[config.mk]
export PLATFORM = sky130hd
export DESIGN_NAME = matmul_seq_ctrl
export DESIGN_NICKNAME = d
export VERILOG_FILES = /design/src/rtl/matmul_pkg.sv /design/src/rtl/matmul_token_pipe.sv /design/src/rtl/matmul_seq_ctrl.sv
export SDC_FILE = /design/constraint.sdc
export NUM_CORES = 1
export LEC_CHECK = 0
export BUFFER_PORTS_ARGS = -buffer_cell sky130_fd_sc_hd__buf_4
export CAP_MARGIN = 20
export CORE_UTILIZATION = 35
export DETAILED_ROUTE_END_ITERATION = 8
export GPL_ROUTABILITY_DRIVEN = 1
export GPL_TIMING_DRIVEN = 0
export PLACE_DENSITY = 0.63
export SLEW_MARGIN = 10
export SYNTH_ARGS = -nofsm -noshare
export SYNTH_HDL_FRONTEND = slang
export SYNTH_HIERARCHICAL = 1
export SYNTH_SLANG_ARGS = --single-unit
[constraint.sdc]
create_clock -name clk -period 1.7 [get_ports clk]
set_input_delay 0.255 -clock clk [delete_from_list [all_inputs] [get_ports clk]]
set_output_delay 0.255 -clock clk [all_outputs]
set_load 0.01 [all_outputs]
[src/rtl/matmul_pkg.sv]
// Shared constants and types for the matmul sequencing controller and its token pipe.
package matmul_pkg;

    localparam int ROWS       = 64;
    localparam int ADDR_W     = 6;
    localparam int OUT_ADDR_W = 2 * ADDR_W;
    localparam int RD_LAT     = 1;
    localparam int DP_LAT     = 4;
    localparam int PIPE_DEPTH = RD_LAT + DP_LAT;

    typedef enum logic [1:0] {
        IDLE,
        ISSUE,
        DRAIN,
        DONE
    } state_t;

    typedef struct packed {
        logic                  valid;
        logic [OUT_ADDR_W-1:0] addr_out;
    } token_t;

endpackage

[src/rtl/matmul_token_pipe.sv]
// Free-running valid+address shift register that follows each issued pair through
// the BRAM read and dot-product latency.
module matmul_token_pipe
    import matmul_pkg::*;
#(
    parameter int DEPTH = PIPE_DEPTH,
    parameter int TAP   = RD_LAT
) (
    input  logic   clk,
    input  logic   rst_n,
    input  token_t push,
    output logic   tap_valid,
    output token_t tail,
    output logic   empty
);

    token_t stage [DEPTH];

    always_ff @(posedge clk or negedge rst_n) begin
        if (!rst_n) begin
            for (int n = 0; n < DEPTH; n++) begin
                stage[n] <= '0;
            end
        end else begin
            stage[0] <= push;
            for (int n = 1; n < DEPTH; n++) begin
                stage[n] <= stage[n-1];
            end
        end
    end

    assign tap_valid = stage[TAP-1].valid;
    assign tail      = stage[DEPTH-1];

    // Looks one edge ahead: only the output stage may still hold a token, so the
    // pipe is empty once this cycle's write has been taken.
    always_comb begin
        empty = 1'b1;
        for (int n = 0; n < DEPTH - 1; n++) begin
            if (stage[n].valid) begin
                empty = 1'b0;
            end
        end
    end

endmodule

[src/rtl/matmul_seq_ctrl.sv]
// Sequencer for the 64x128 by 64x128^T matmul core: walks all (i,j) pairs and writes out[i*64+j].
// Optional MATMUL_SEQ_PERF_CNT_EN adds cycle_cnt and stall_cnt performance counters.
//
//   state | meaning
//   IDLE  | host owns buffers, waiting for start
//   ISSUE | issuing one (i,j) pair per cycle with dp_ready
//   DRAIN | all pairs issued, waiting for the token pipe to empty
//   DONE  | done flag up, waiting for start to drop
module matmul_seq_ctrl
    import matmul_pkg::*;
(
    input  logic                  clk,
    input  logic                  rst_n,
    input  logic                  start,
    output logic                  busy,
    output logic                  done,
    output logic                  host_sel,
    output logic                  en_A,
    output logic                  en_B,
    output logic [ADDR_W-1:0]     addr_A,
    output logic [ADDR_W-1:0]     addr_B,
    input  logic                  dp_ready,
    output logic                  dp_in_valid,
    output logic                  en_out,
    output logic                  we_out,
    output logic [OUT_ADDR_W-1:0] addr_out
`ifdef MATMUL_SEQ_PERF_CNT_EN
    ,
    output logic [31:0]           cycle_cnt,
    output logic [31:0]           stall_cnt
`endif
);

    state_t                state, state_nxt;
    logic [OUT_ADDR_W-1:0] idx, idx_nxt;
    logic                  issue;
    logic                  pipe_empty;
    token_t                push, tail;

    always_ff @(posedge clk or negedge rst_n) begin
        if (!rst_n) begin
            state <= IDLE;
            idx   <= '0;
        end else begin
            state <= state_nxt;
            idx   <= idx_nxt;
        end
    end

    // idx is {i,j}; the +1 carries j into i on the row wrap.
    always_comb begin
        state_nxt = state;
        idx_nxt   = idx;
        issue     = 1'b0;
        busy      = 1'b0;
        done      = 1'b0;
        host_sel  = 1'b1;
        case (state)
            IDLE: begin
                if (start) begin
                    state_nxt = ISSUE;
                    idx_nxt   = '0;
                end
            end
            ISSUE: begin
                host_sel = 1'b0;
                busy     = 1'b1;
                if (dp_ready) begin
                    issue   = 1'b1;
                    idx_nxt = idx + OUT_ADDR_W'(1);
                    if (idx == '1) begin
                        state_nxt = DRAIN;
                    end
                end
            end
            DRAIN: begin
                host_sel = 1'b0;
                busy     = 1'b1;
                if (pipe_empty) begin
                    state_nxt = DONE;
                end
            end
            DONE: begin
                done = 1'b1;
                if (!start) begin
                    state_nxt = IDLE;
                end
            end
            default: state_nxt = IDLE;
        endcase
    end

    assign en_A   = issue;
    assign en_B   = issue;
    assign addr_A = idx[OUT_ADDR_W-1:ADDR_W];
    assign addr_B = idx[ADDR_W-1:0];

    always_comb begin
        push       = '0;
        push.valid = issue;
        if (issue) begin
            push.addr_out = idx;
        end
    end

    matmul_token_pipe #(
        .DEPTH (PIPE_DEPTH),
        .TAP   (RD_LAT)
    ) u_token_pipe (
        .clk       (clk),
        .rst_n     (rst_n),
        .push      (push),
        .tap_valid (dp_in_valid),
        .tail      (tail),
        .empty     (pipe_empty)
    );

    assign en_out   = tail.valid;
    assign we_out   = tail.valid;
    assign addr_out = tail.addr_out;

`ifdef MATMUL_SEQ_PERF_CNT_EN
    always_ff @(posedge clk or negedge rst_n) begin
        if (!rst_n) begin
            cycle_cnt <= '0;
            stall_cnt <= '0;
        end else if (state == IDLE && start) begin
            cycle_cnt <= '0;
            stall_cnt <= '0;
        end else begin
            if (busy && cycle_cnt != '1) begin
                cycle_cnt <= cycle_cnt + 32'd1;
            end
            if (state == ISSUE && !dp_ready && stall_cnt != '1) begin
                stall_cnt <= stall_cnt + 32'd1;
            end
        end
    end
`endif

endmodule

### Word-level counts from Yosys, hierarchy flattened

Cells that the tools add are included.

* output and inout port bits: 32
* logic and storage cells: 46
* register bits: 79
* bits of input ports: 4

* reductions and logical operators: 5
* eq/ne operators: 9
* muxes and demuxes: 19
* add/sub/neg operators: 1

Operators with widths (number)
* $mux 12: 3
* $pmux 12 s2: 1
* $add 12x1->12 const B: 1
* $eq 12x12->1 const B: 1
* $mux 2: 5
* $ne 2x2->1 const B: 5
* $mux 1: 9
* $pmux 2 s4: 1
* $reduce_and 5->1: 1
* $eq 2x2->1 const B: 2
* $reduce_and 3->1: 1
* $eq 2x1->1 const B: 1
* $logic_not 2->1: 1
* $reduce_bool 2->1: 1
* $reduce_or 2->1: 1

### Depth between registers and ports, before layout

Gate-level depths: netlist (run 1).

* depth in word-level cells: 6
* depth in mapped cells: 7
* depth with buffers taken out: 6

### Cells and area by module

Netlist (run 1), hierarchy kept.

By module, submodules not included
* matmul_token_pipe: seq. area each 1626.6 µm², instances 1, cells an instance 79, area an instance 1736.7 µm²
* matmul_seq_ctrl: seq. area each 350.3 µm², instances 1, cells an instance 120, area an instance 1104.8 µm²

### Worst setup path before layout (run 1)

OpenSTA, ideal clock, no wires.

* path kind: reg-to-output
* start point: register state[1]
* end point: output port en_B
* path slack: -0.139 ns
* arrival: 1.584 ns
* cell stages (with the launch flop): 7
* data required time: 1.445 ns
* buffers on the path: 3
* cell sequence: dfrtp_1 > inv_1 > ha_1 > clkbuf_1 > clkbuf_1 > and2_1 > buf_4

* cells in the longest elaborated chain, start to end: 2

Ends and longest elaborated chain
* start, declared: RTL line matmul_seq_ctrl.sv:34 `state_t state, state_nxt;`
* start signal, assigned: RTL line matmul_seq_ctrl.sv:45 `state <= state_nxt;`
* $eq 2x1->1: RTL line matmul_seq_ctrl.sv:58 `case (state)`
* $mux 1: RTL line matmul_seq_ctrl.sv:58
* end, declared: RTL line matmul_seq_ctrl.sv:19 `output logic en_B,`

Every way passes these cells.

### Worst setup path in the final report (run 1)

* start point: register state[0]
* end point: register idx[7]

* cells in the longest elaborated chain, start to end: 3

Ends and longest elaborated chain
* $eq 2x1->1 / $logic_not 2->1 (equally long branches): RTL line matmul_seq_ctrl.sv:58
* $ne 2x2->1 (no line) / $reduce_bool 2->1 (equally long branches)
* $reduce_and 3->1 (no line)
* end signal, assigned: RTL line matmul_seq_ctrl.sv:46 `idx <= idx_nxt;`
* end, declared: RTL line matmul_seq_ctrl.sv:35 `logic [OUT_ADDR_W-1:0] idx, idx_nxt;`

Several ways; a longest one is shown, not always the timed one.
A chain may end at the register's enable or synchronous reset.

==> results.txt, run 1 <==
- The flow ran to the end, and the final reports show no timing, DRC or antenna violations.
- STA classifies the critical path endpoint as a register.
- Critical path launch point: state[0]
- The multi-input combinational cells in the finished layout cover a total of between 700 and 800 um^2.
- Xor and xnor area share after synthesis: 0%
- Summed over all nets, wire length on met2 after detailed routing comes to ~2.4 mm.
* Slew Limit Fails: 0
- Gp weighted congestion: approximately 0.75
- From bottom edge to top edge, the die measures between 90 and 100 um.
* Routed length on met1: 2.186 mm
* Fillcell total: slightly above 700
* Classification of the worst-slack hold path: primary input to asynchronous set/reset pin
- Routed length on met3: around 240 um
- The count of buffers added on input and output ports is 34.
- Max H-tree Level: 3
* Register clock-pin slew on the reported worst setup and hold paths: roughly 0.090 ns
- After detailed routing, the average wire length per cell comes to between 10 and 15 um.
- At the worst endpoint, the arrival time is around 1.9 ns.
- Fin. Hold Viols: 0
- The initial antenna violation count was 0.
- Vias: approximately 1,700
- The floorplan has 32 rows.
* Share of the clock period used by the worst path: about 98%
- The synthesized design contains 0 enable-type register cells.
- Compound-Gate Fraction of Synth Area: approximately 6.7%
- The startpoint identified for the worst register-to-register timing path is state[0].
- TritonCTS clock tree: done
- Counting flops and latches in the post-synthesis netlist gives a little under 80.
- Total congestion overflow after global routing: 0
- In the final layout, flip-flops and latches occupy 1978 um^2.
- First-pass GRT wire length: approximately 8.3 mm
- When the netlist entered floorplanning its net count stood at about 210.
- Buffer depth of the longest clock path: 2
- Lkg Pwr: about 0.0019 uW
* Count of unique library cells instantiated by Yosys: 37
- Setup crit start kind: register
- The first detailed-routing pass took 4 iterations.
* Async SR Flop Fraction: between 90% and 100%
- Static timing analysis puts the maximum clock frequency at roughly 600 MHz.
- Synthesized cell area: between 2000 and 3000 um^2
* DRC violations left: 0
- Root cell of the clock tree: clkbuf_8
- Data required time of the worst path: roughly 1.9 ns
- Arithmetic-cell share of the synthesized area counting full adders, half adders and majority gates: ~2.2%
- Setup violations remaining at the end of the flow were counted as 0.
- Critical path fanouts, max: 6
- Final ANT Viol Nets: 0
- For this design, the CTS-stage hold fixing added 0 buffers.
* Maximum number of pins on one net before global-route repair: 80
* Clock latency reported for the late side of the worst-skew pair: ~0.35 ns
* Warnings, synthesis: 6
- Dominant combinational cell family by area after synthesis: simple AND/OR/NAND/NOR gates
* Worst vdd ir: 1.094 mV
- Post-synthesis mux area share: between 1 and 1.5%
* Area of the die: between 8000 and 9000 um^2
* Worst-case register-to-register setup slack: roughly 0.038 ns
- Ratio of routed vias to standard cells: between 4 and 5
- Between clock sinks in the finished design, the worst skew comes to approximately 0.0095 ns.
* Fraction of final layout cells sized beyond drive strength 1: between 40 and 50%
* Inserted Clock Buffers: 9
- Min cycle time layout: 1.662 ns
- Post-Route WL: roughly 4.9 mm
- Part of the Yosys area used for sequential elements: 69.57%
- Uppermost routed layer: met4
* Number of cells on the worst reg-to-reg path: 6
- Mapped Avg Cell Area: approximately 14 um^2
- RSZ-0062 raised after global routing: yes
- Power per standard cell area: ~1400 nW/um^2
- Chip width: around 92 um
* Initial Utilization: between 30% and 40%
- Slew at the pin closest to its max-slew limit: 0.9601 ns
- The number of global-route vias before repair is between 1,500 and 2,000.
* Rel. slew slack: around 36%
- For this design, the sink count on the clock tree is approximately 80.
- Final core utilization: 46.19%
* Iteration-0 DRC Markers: 32
- Detail Placement HPWL: about 2.8 mm
* Most used flip-flop cell after synthesis: dfrtp_1
* Critical path class: register to register
* I/O Pins: 36
- The floorplan step defined a core boundary enclosing just under 8000 um^2.
* Final Net Count: roughly 270
- In the final timing run, aggregate negative setup slack is 0 ns.
- After Yosys synthesis, and, or, nand and nor cells account for around 14% of the synthesized area.
* Number of max-cap violations: 0
- Tot GR Track Use: ~13%
* Post-synthesis cell count: 199
* Worst R2R End: idx[7]
* # diodes: 0
- Synthesis-to-finish area growth: 26.90%
-- cells by family (layout without fill, tap and decap cells) --
| group | Yosys count | in the layout |
|---|---|---|
| buf+inv | 30 | 94 |
| mux | 3 | 3 |
| simple gates | 60 | 60 |
| flops | 79 | 79 |
| fa+ha+maj | 5 | 5 |
| compound gates | 22 | 22 |
-- through the flow --
stage | cells | setup slack [ns] | power (uW) | hold WS (ns) | cell area, um^2
detailed placement | 335 | -0.2645 | 3409 | 0.3347 | 3229
global placement | 335 | -0.2205 | 3367 | 0.3313 | 3229
global route | 365 | -0.04170 | 5379 | 0.1172 | 3606
floorplan | 199 | 0.04046 | 2951 | -0.04059 | 2846
CTS | 361 | -0.1163 | 4979 | 0.08336 | 3536
finish | 365 | 0.03801 | 5087 | 0.06512 | 3606
-- layout by cell type (no fill, tap or decap), drive strengths merged --
cell / instances
clkinv: 4
nor4b: 4
a221o: 5
and2: 8
mux2i: 3
inv: 7
clkinvlp: 2
ha: 5
nor3: 1
and3: 17
nor2: 4
clkbuf: 13
a22o: 3
buf: 68
and4: 1
nand4b: 1
nor4: 1
a31oi: 1
o311ai: 1
o211ai: 2
or4b: 1
nand2b: 6
and4bb: 1
nand3b: 1
o2111ai: 2
nand2: 6
a21oi: 2
o21ai: 4
a211o: 2
nand3: 5
dfrtp: 79
nand4: 3
-- critical path, cell delays in order, from the launching register on --
cell and delay [ns]:
dfrtp_1 0.44, ha_4 0.19, buf_4 0.15, o211ai_4 0.26, buf_4 0.19, nor4b_2 0.05, a221o_1 0.27
-- final cells by class --
class	count	share of cell area, %
Buffer	22	4.823
Timing Repair Buffer	50	10.62
Multi-Input combinational cell	90	20.44
Clock inverter	7	1.596
Clock buffer	9	3.435
Inverter	6	0.6940
Sequential cell	79	54.86
Tap cell	102	3.539
-- Yosys cell counts (3+ instances only) --
cell type   n  area, um^2
ha_1        5       62.56
o21ai_0     4       20.02
nand3_1     5       25.02
inv_1       6       22.52
a22o_1      3       26.28
a221o_1     5       50.05
nor4b_1     4       35.03
dfrtp_1    79        1977
nand2b_1    4       25.02
and2_1      6       37.54
nand4_1     3       18.77
nor2_1      4       15.01
nand2_1     6       22.52
and3_1     16       100.1
mux2i_1     3       30.03
clkbuf_1    3       11.26
buf_4      16       120.1
-- flip-flops by register name, indices dropped and copies added, names as in the netlist --
signal                  flops
idx                        12
state                       2
u_token_pipe/stage         51
u_token_pipe/tail          13
u_token_pipe/tap_valid      1
-- worst max-delay path by stage --
stage,depth (start not counted),endpoint
after floorplan,6,en_B
after global placement,7,en_B
after detailed placement,7,en_B
after CTS,6,en_B
after global routing,6,idx[11]
final,6,idx[7]
-- power breakdown --
part,internal [uW],switching (uW)
Combinational,866,839
Clock,544,711
Sequential,2020,110
Total,3430,1660
-- timing repair --
item | in CTS | in global routing
cloned | 0 | 0
gates resized for setup | 12 | 17
setup buffers | 10 | 6
endpoints found under the setup margin | 10 | 13
pin swaps | 3 | 4
hold endpoints to repair | 0 | 0
-- layer usage --
| layer | global-route usage, % | vias up |
|---|---|---|
| li1 | - | 794 |
| met1 | 15.82 | 884 |
| met2 | 19.84 | 48 |
| met3 | 4.146 | 9 |
| met4 | 8.203 | 0 |
| met5 | 0 | - |
(Power assumes the default switching activity.)
==> run 2: changes to the inputs <==
--- a/config.mk
+++ b/config.mk
@@ -15,5 +15,4 @@
 export SLEW_MARGIN = 10
 export SYNTH_ARGS = -nofsm -noshare
 export SYNTH_HDL_FRONTEND = slang
-export SYNTH_HIERARCHICAL = 1
 export SYNTH_SLANG_ARGS = --single-unit
==> constraint.sdc (replaced) <==
create_clock -name clk -period 1.7 [get_ports clk]
set_input_delay 0.17 -clock clk [delete_from_list [all_inputs] [get_ports clk]]
set_output_delay 0.17 -clock clk [all_outputs]
set_load 0.01 [all_outputs]
==> results.txt, run 2 <==
- Synthesis-to-finish area growth: 27.02%
* Most frequent cells after synthesis: 79 x dfrtp_1, 15 x buf_4, 12 x and3_1
* Area used by multi-input combinational logic: between 800 and 900 um^2
* Register clock-pin slew on the reported worst setup and hold paths: 0.08 ns
* Start point of the worst min-delay path: dp_ready
* Power dissipated by switching net loads: 1614 uW
- Die Span Y: roughly 93 um
- For flop-to-flop paths, the worst setup slack is roughly 0.070 ns.
- Among all flip-flop cells after synthesis, the most frequent one is dfrtp_1.
* Lkg Pwr: about 0.0019 uW
- Clock latency reported for the late side of the worst-skew pair: between 0.3 and 0.4 ns
- In this run the tool buffered the top-level ports with 34 buffer cells.
* Fraction of final layout cells sized beyond drive strength 1: 37.77%
- Highest achievable clock rate: just over 600 MHz
- Kind of end point of the critical path: primary output
- Slew Limit Fails: 0
- Final ANT Viol Nets: 0
- Inserted Clock Buffers: 9
- Along the worst hold path, the cell count comes to 3.
* Sinks on the clock net: just under 80
- After detailed routing, the total wire length is 5.148 mm.
* Mapped Avg Cell Area: between 10 and 15 um^2
- Top cells by area in the synthesized netlist: dfrtp_1 68%, buf_4 3.8%, and3_1 2.6%, ha_1 2.6%, nor3_1 1.7%
* TritonRoute pass-1 iters: 4
- Combinational logic burns between 30% and 40% of the power.
- Tot GR Track Use: approximately an eighth
- Vias: between 1,500 and 2,000
* Final core utilization: a little under half
* Number of max-cap violations: 0
- The first global-routing pass estimated about 8.5 mm of wire.
- The worst path in the final design needs a cycle of around 1.6 ns, including I/O delays and setup.
* Count of final setup violators: 0
- Detail Placement HPWL: around 3.1 mm
- Vias in the first global route: about 1,800
- Async SR Flop Fraction: 100.0%
* Pre-CTS WS: -0.3178 ns
* Synth top area share: 67.55%
- Dominant cell by count in the synthesized netlist: dfrtp_1
* Top register by number of flip-flops: u_token_pipe.stage
* Initial antenna violation count: 0
- The run finished with clean final reports.
- Final Net Count: about 280
- Share of the clock period used by the worst path: 96.73%
- In the final routed layout, each cell accounts on average for around 14 um.
- The number of nets handed over by synthesis was approximately 230.
* I/O Pins: 36
- Switching share of power: 31.71%
- The worst setup path is launched from a register.
* Critical path launch point: state[0]
- Worst R2R End: idx[10]
* Max H-tree Level: 3
* Post-synthesis cell count: approximately 220
- TritonCTS clock tree: done
- Clock share of power: between 20% and 30%
- Yosys mapped a number of flops with a built-in enable equal to 0.
- Worst vdd ir: around 0.9 mV
* Max FFs per register: just over 50
* RSZ-0062 raised after global routing: yes
- Summed over all layers, the global routing overflow is 0.
- The startpoint identified for the worst register-to-register timing path is state[1].
* Number of cells on the worst reg-to-reg path: 6
* Initial Utilization: 37.10%
* Ratio of routed vias to standard cells: approximately 4.8
- The region available for standard cell placement spans 7888 um^2.
- # diodes: 0
* Number of cells after detailed placement: 357
* Synth area leader: dfrtp_1
- Area of the die: approximately 8700 um^2
- The min-delay analysis places its worst path in the category primary input to register.
- FP Rows: 32
* Commonest cells after routing, fill and taps aside: 73 x dfrtp_1, 56 x buf_4, 12 x and3_1
- Yosys printed 0 warnings.
- Iteration-0 DRC Markers: between 40 and 50
- Area taken by flip-flops and latches: a little under 2000 um^2
- Final std cells w/o fill: 380
- Critical path class: register to primary output
* Chip width: between 90 and 100 um
- Clk_skew: about 0.0089 ns
- For the worst setup path, the data required time is between 1.5 and 2 ns.
- DRC violations left: 0
* Endpoint arrival time on the critical path: approximately 1.5 ns
- Sink of the worst hold path: idx[4]
- In this run the power density over the cells is between 1000 and 1500 nW/um^2.
* Gp weighted congestion: slightly below 0.9
- Yosys mapped the design onto 42 distinct sky130hd cell types.
* Cell-internal power: approximately 3500 uW
- The library cell used most frequently in the layout, excluding fill and tap cells, is dfrtp_1.
* Buffer depth of the longest clock path: 2
* Slew at the pin closest to its max-slew limit: 0.9419 ns
* Synthesized cell area: between 2000 and 3000 um^2
- In this run the worst path has a maximum fanout of 3.
* Maximum number of pins on one net before global-route repair: 80
- Minimum setup slack in the final design: 0.05566 ns
- Sequential cells burn approximately two fifths of the power.
- Root cell of the clock tree: clkbuf_8
- The synthesized design contains 79 register bits.
- Fillcell total: about 700
* Rel. slew slack: 37.21%
- The final hold violation count came to 0.
* Part of the Yosys area used for sequential elements: 67.55%
[run 2: changes by cell type in the layout (fill, tap and decap cells not counted), sizes merged, moves of 4 or more]
cell,previous run,this run
nor3,1,10
a21oi,2,9
and2,8,1
buf,68,61
a221o,5,0
a2111oi,0,4
and3,17,13
nor2,4,8
nor4b,4,0
[run 2: how the worst max path moves through the flow]
stage	end	slack [ns]	depth (start not counted)
floorplan	en_B	0.02	7
CTS	en_B	-0.09	6
finish	en_B	0.06	5
global placement	idx[7]	-0.24	7
detailed placement	idx[11]	-0.32	7
global route	state[1]	-0.05	5
[run 2: layout make-up]
cell class | count | share of cell area [%]
Tap cell | 102 | 3.433
Inverter | 9 | 1.111
Timing Repair Buffer | 44 | 9.155
Buffer | 22 | 4.780
Clock inverter | 6 | 2.020
Sequential cell | 79 | 53.38
Multi-Input combinational cell | 108 | 22.42
Clock buffer | 10 | 3.702
[run 2: worst max-delay path, stage by stage, from the launching register on]
cell and delay [ns]:
dfrtp_2 0.45, ha_4 0.18, clkbuf_16 0.14, and2_4 0.14
buf_6 0.11, buf_6 0.11
[run 2: kinds of logic after synthesis]
group,count (synthesis),synth area share [%]
DFF,79,67.55
and+or+nand+nor,65,13.25
AOI/OAI and AO/OA,34,8.252
buffers and inverters,34,7.353
adders and majority gates,6,2.565
muxes,3,1.026
[run 2: layer usage]
layer	vias up	part of all wire [%]	routed length, um	global-route usage (%)
li1	865	-	-	-
met1	892	42	2180	15.18
met2	55	51	2619	21.57
met3	12	5.3	271	5.285
met4	0	1.5	77	4.231
met5	-	0	0	0
[run 2: power groups by stage]
stage | combinational (uW) | sequential, uW | clock [uW]
final | 1550 | 2100 | 1440
after global routing | 1700 | 2120 | 1570
after CTS | 1470 | 2100 | 1490
after detailed placement | 1200 | 2130 | 0
after global placement | 1180 | 2120 | 0
after floorplan | 784 | 2130 | 0
[run 2: stage by stage]
stage	hold slack (ns)	power [uW]	TNS, ns	area [um^2]
3_3_place_gp	0.3311	3303	-1.576	3309
3_5_place_dp	0.3347	3334	-2.252	3309
5_1_grt	0.2733	5389	-0.1215	3717
2_1_floorplan	-0.1256	2910	0	2927
6_report	0.2594	5089	0	3717
4_1_cts	0.2463	5059	-0.2173	3656
[run 2: repair_timing]
| action | CTS | global route |
|---|---|---|
| pin swaps | 3 | 3 |
| hold buffers | 1 | 0 |
| gates cloned | 0 | 0 |
| hold endpoints to repair | 6 | 0 |
| setup buffers | 5 | 4 |
| setup endpoints to repair | 14 | 15 |
| gates resized for setup | 23 | 18 |
==> run 3: changes to the inputs <==
--- a/config.mk
+++ b/config.mk
@@ -7,11 +7,13 @@
 export LEC_CHECK = 0
 export BUFFER_PORTS_ARGS = -buffer_cell sky130_fd_sc_hd__buf_4
 export CAP_MARGIN = 20
+export CELL_PAD_IN_SITES_DETAIL_PLACEMENT = 0
+export CELL_PAD_IN_SITES_GLOBAL_PLACEMENT = 1
 export CORE_UTILIZATION = 35
 export DETAILED_ROUTE_END_ITERATION = 8
 export GPL_ROUTABILITY_DRIVEN = 1
 export GPL_TIMING_DRIVEN = 0
-export PLACE_DENSITY = 0.63
+export PLACE_DENSITY = 0.72
 export SLEW_MARGIN = 10
 export SYNTH_ARGS = -nofsm -noshare
 export SYNTH_HDL_FRONTEND = slang
==> results.txt, run 3 (synthesized netlist as in run 2, its figures left out) <==
* Status: finished, final reports clean
- FP Rows: 32
* Lkg Pwr: ~0.0020 uW
- The die is approximately 93 um tall.
* Inserted Clock Buffers: 9
- For this run the aggregate overflow at the end of global routing stands at 0.
- Kind of end point of the critical path: register
* Chip width: a little over 90 um
* Total power: 5210 uW
- Setup violations remaining at the end of the flow were counted as 0.
* Total negative slack for setup checks: 0 ns
- After layout, the worst path uses between 90% and 100% of the clock period.
* Area of the die: about 8700 um^2
* Core outline area: about 8000 um^2
* Synthesis-to-finish area growth: 28.69%
- On the critical path, the stage with the largest delay is an instance of o41ai_4.
- Initial antenna violation count: 0
- Final ANT Viol Nets: 0
- In the final design database the tool counted 291 nets.
- Classification of the worst-slack hold path: primary input to register
- Root cell of the clock tree: clkbuf_8
- Critical path fanouts, max: 9
- RSZ-0062 raised after global routing: yes
* TritonRoute pass-1 iters: 4
* Fin. Hold Viols: 0
- The repair_antennas step left the layout with diodes totalling 0.
* Slew at the pin closest to its max-slew limit: approximately 0.95 ns
- Register clock-pin slew on the reported worst setup and hold paths: about 0.090 ns
- Max H-tree Level: 3
- Power dissipated by switching net loads: ~1700 uW
- Minimum setup slack in the final design: 0.08714 ns
- For this run, the number of standard cells in the final layout without fillers is ~390.
- First-pass GRT wire length: between 8 and 9 mm
- For this run, the total global-route usage over all layers was measured as between 10 and 15%.
* Family with the most delay on the worst path: compound AO/OA/AOI/OAI gates
- At the placement stage, the worst setup path has a slack of -0.3272 ns.
* TritonCTS clock tree: done
- The worst-case IR drop observed on VDD is between 0.8 and 0.9 mV.
- Sinks on the clock net: 79
- The share of total power dissipated in the clock network is between 20% and 30%.
* Detail Placement HPWL: approximately 3.2 mm
- Input/output buffers: 34
- Gp weighted congestion: about 0.83
- Fillcell total: around 700
- 36 I/O pins were placed.
* Maximum number of pins on one net before global-route repair: 80
* CP Cell Sequence: buf_4, nand4_4, o41ai_4, o2111ai_2, mux2i_1
* Comb power frac: 32.6%
* Number of max-cap violations: 0
* Vias in the first global route: 1,794
* WP buf/inv: 1
- The internal power of the cells totals roughly 3500 uW.
* Commonest cells after routing, fill and taps aside: 74 x dfrtp_1, 64 x buf_4, 12 x and3_1
- Based on the critical path, the design can be clocked at up to approximately 620 MHz.
- In the final routed layout, each cell accounts on average for 13.56 um.
* Setup crit start kind: register
- Leaving out fill and tap cells, the most frequent cell in the layout is dfrtp_1.
- Max FFs per register: 51
- Switching share of power: about a third
* Iteration-0 DRC Markers: about 110
* Clk_skew: 0.01265 ns
* Critical path class: register to register
- Sequential cells burn around 40% of the power.
- The routed layout has 1,871 vias.
* Min cycle time layout: ~1.6 ns
- Dividing the detail-routed via count by the number of cells gives between 4 and 5.
- Buffer depth of the longest clock path: 2
- Headroom to the max-slew limit came out at between 30% and 40%.
- Summed over all layers, the routed wires come to ~5.3 mm.
- After detailed routing, the number of remaining DRC violations is 0.
- Fraction of final layout cells sized beyond drive strength 1: a little over 40%
- Power per standard cell area: 1383 nW/um^2
- STA puts the critical path data required time at between 1.5 and 2 ns.
- Once layout is complete, the utilization of the core stands at a little under half.
* Initial Utilization: a little under two fifths
* Top register by number of flip-flops: u_token_pipe.stage
* Slew Limit Fails: 0
- Clock latency reported for the late side of the worst-skew pair: around 0.35 ns
- Endpoint arrival time on the critical path: ~1.8 ns
- Number of cells after detailed placement: around 360
- On the worst path, the slowest cell contributes a delay of 0.39 ns.
==> run 3: stage by stage <==
step           instance area (um^2)  hold slack [ns]
2_1_floorplan                  2927          -0.1256
4_1_cts                        3686           0.2271
3_5_place_dp                   3309           0.3347
6_report                       3766           0.2579
3_3_place_gp                   3309           0.3311
5_1_grt                        3766           0.2446
==> run 3: worst reg2reg max path, cell delays in order, from the launching register on <==
cell and delay, ns:
dfrtp_1 0.36, buf_4 0.17, nand4_4 0.22, o41ai_4 0.39, o2111ai_2 0.20, mux2i_1 0.16
==> run 3: layer usage <==
| metal | global-route usage, % | wire length, um | vias to the layer above |
|---|---|---|---|
| met3 | 4.634 | 277 | 6 |
| met1 | 17.67 | 2289 | 918 |
| met4 | 4.872 | 59 | 0 |
| met2 | 21.08 | 2633 | 61 |
| li1 | - | - | 886 |
| met5 | 0 | 0 | - |
==> run 3: power by group through the flow <==
| stage | logic [uW] | clock network, uW | registers, uW |
|---|---|---|---|
| after floorplan | 784 | 0 | 2130 |
| after global placement | 1210 | 0 | 2130 |
| after detailed placement | 1220 | 0 | 2130 |
| after CTS | 1520 | 1490 | 2100 |
| after global routing | 1850 | 1580 | 2100 |
| final | 1700 | 1430 | 2090 |
==> run 3: final timing paths <==
check                                  startpoint                endpoint  slack [ns]  cells past startpoint
max reg2reg                                idx[2]                state[0]        0.09                      5
max                                        idx[2]                state[0]        0.09                      5
min                                      dp_ready                  idx[4]        0.26                      3
min in group asynchronous                   rst_n    u_token_pipe.tail[1]        0.53                      2
max in group asynchronous                   rst_n                  idx[4]        0.52                      2
min reg2reg                u_token_pipe.stage[58]  u_token_pipe.stage[45]        0.34                      0
==> run 3: final cells by class <==
type / instances / area (um^2) / area share, %
Sequential cell: 79 / 1983 / 52.66
Buffer: 21 / 171.4 / 4.551
Multi-Input combinational cell: 108 / 830.8 / 22.06
Clock buffer: 9 / 123.9 / 3.289
Clock inverter: 7 / 88.84 / 2.359
Tap cell: 102 / 127.6 / 3.389
Inverter: 9 / 38.79 / 1.030
Timing Repair Buffer: 53 / 401.6 / 10.66
==> run 3: timing repair <==
item / 4_1_cts / 5_1_grt
resized for setup: 28 / 17
hold buffers: 1 / 0
setup endpoints to repair: 14 / 13
gates cloned: 0 / 1
setup buffers: 6 / 11
hold endpoints to repair: 12 / 0
pin swaps: 2 / 4
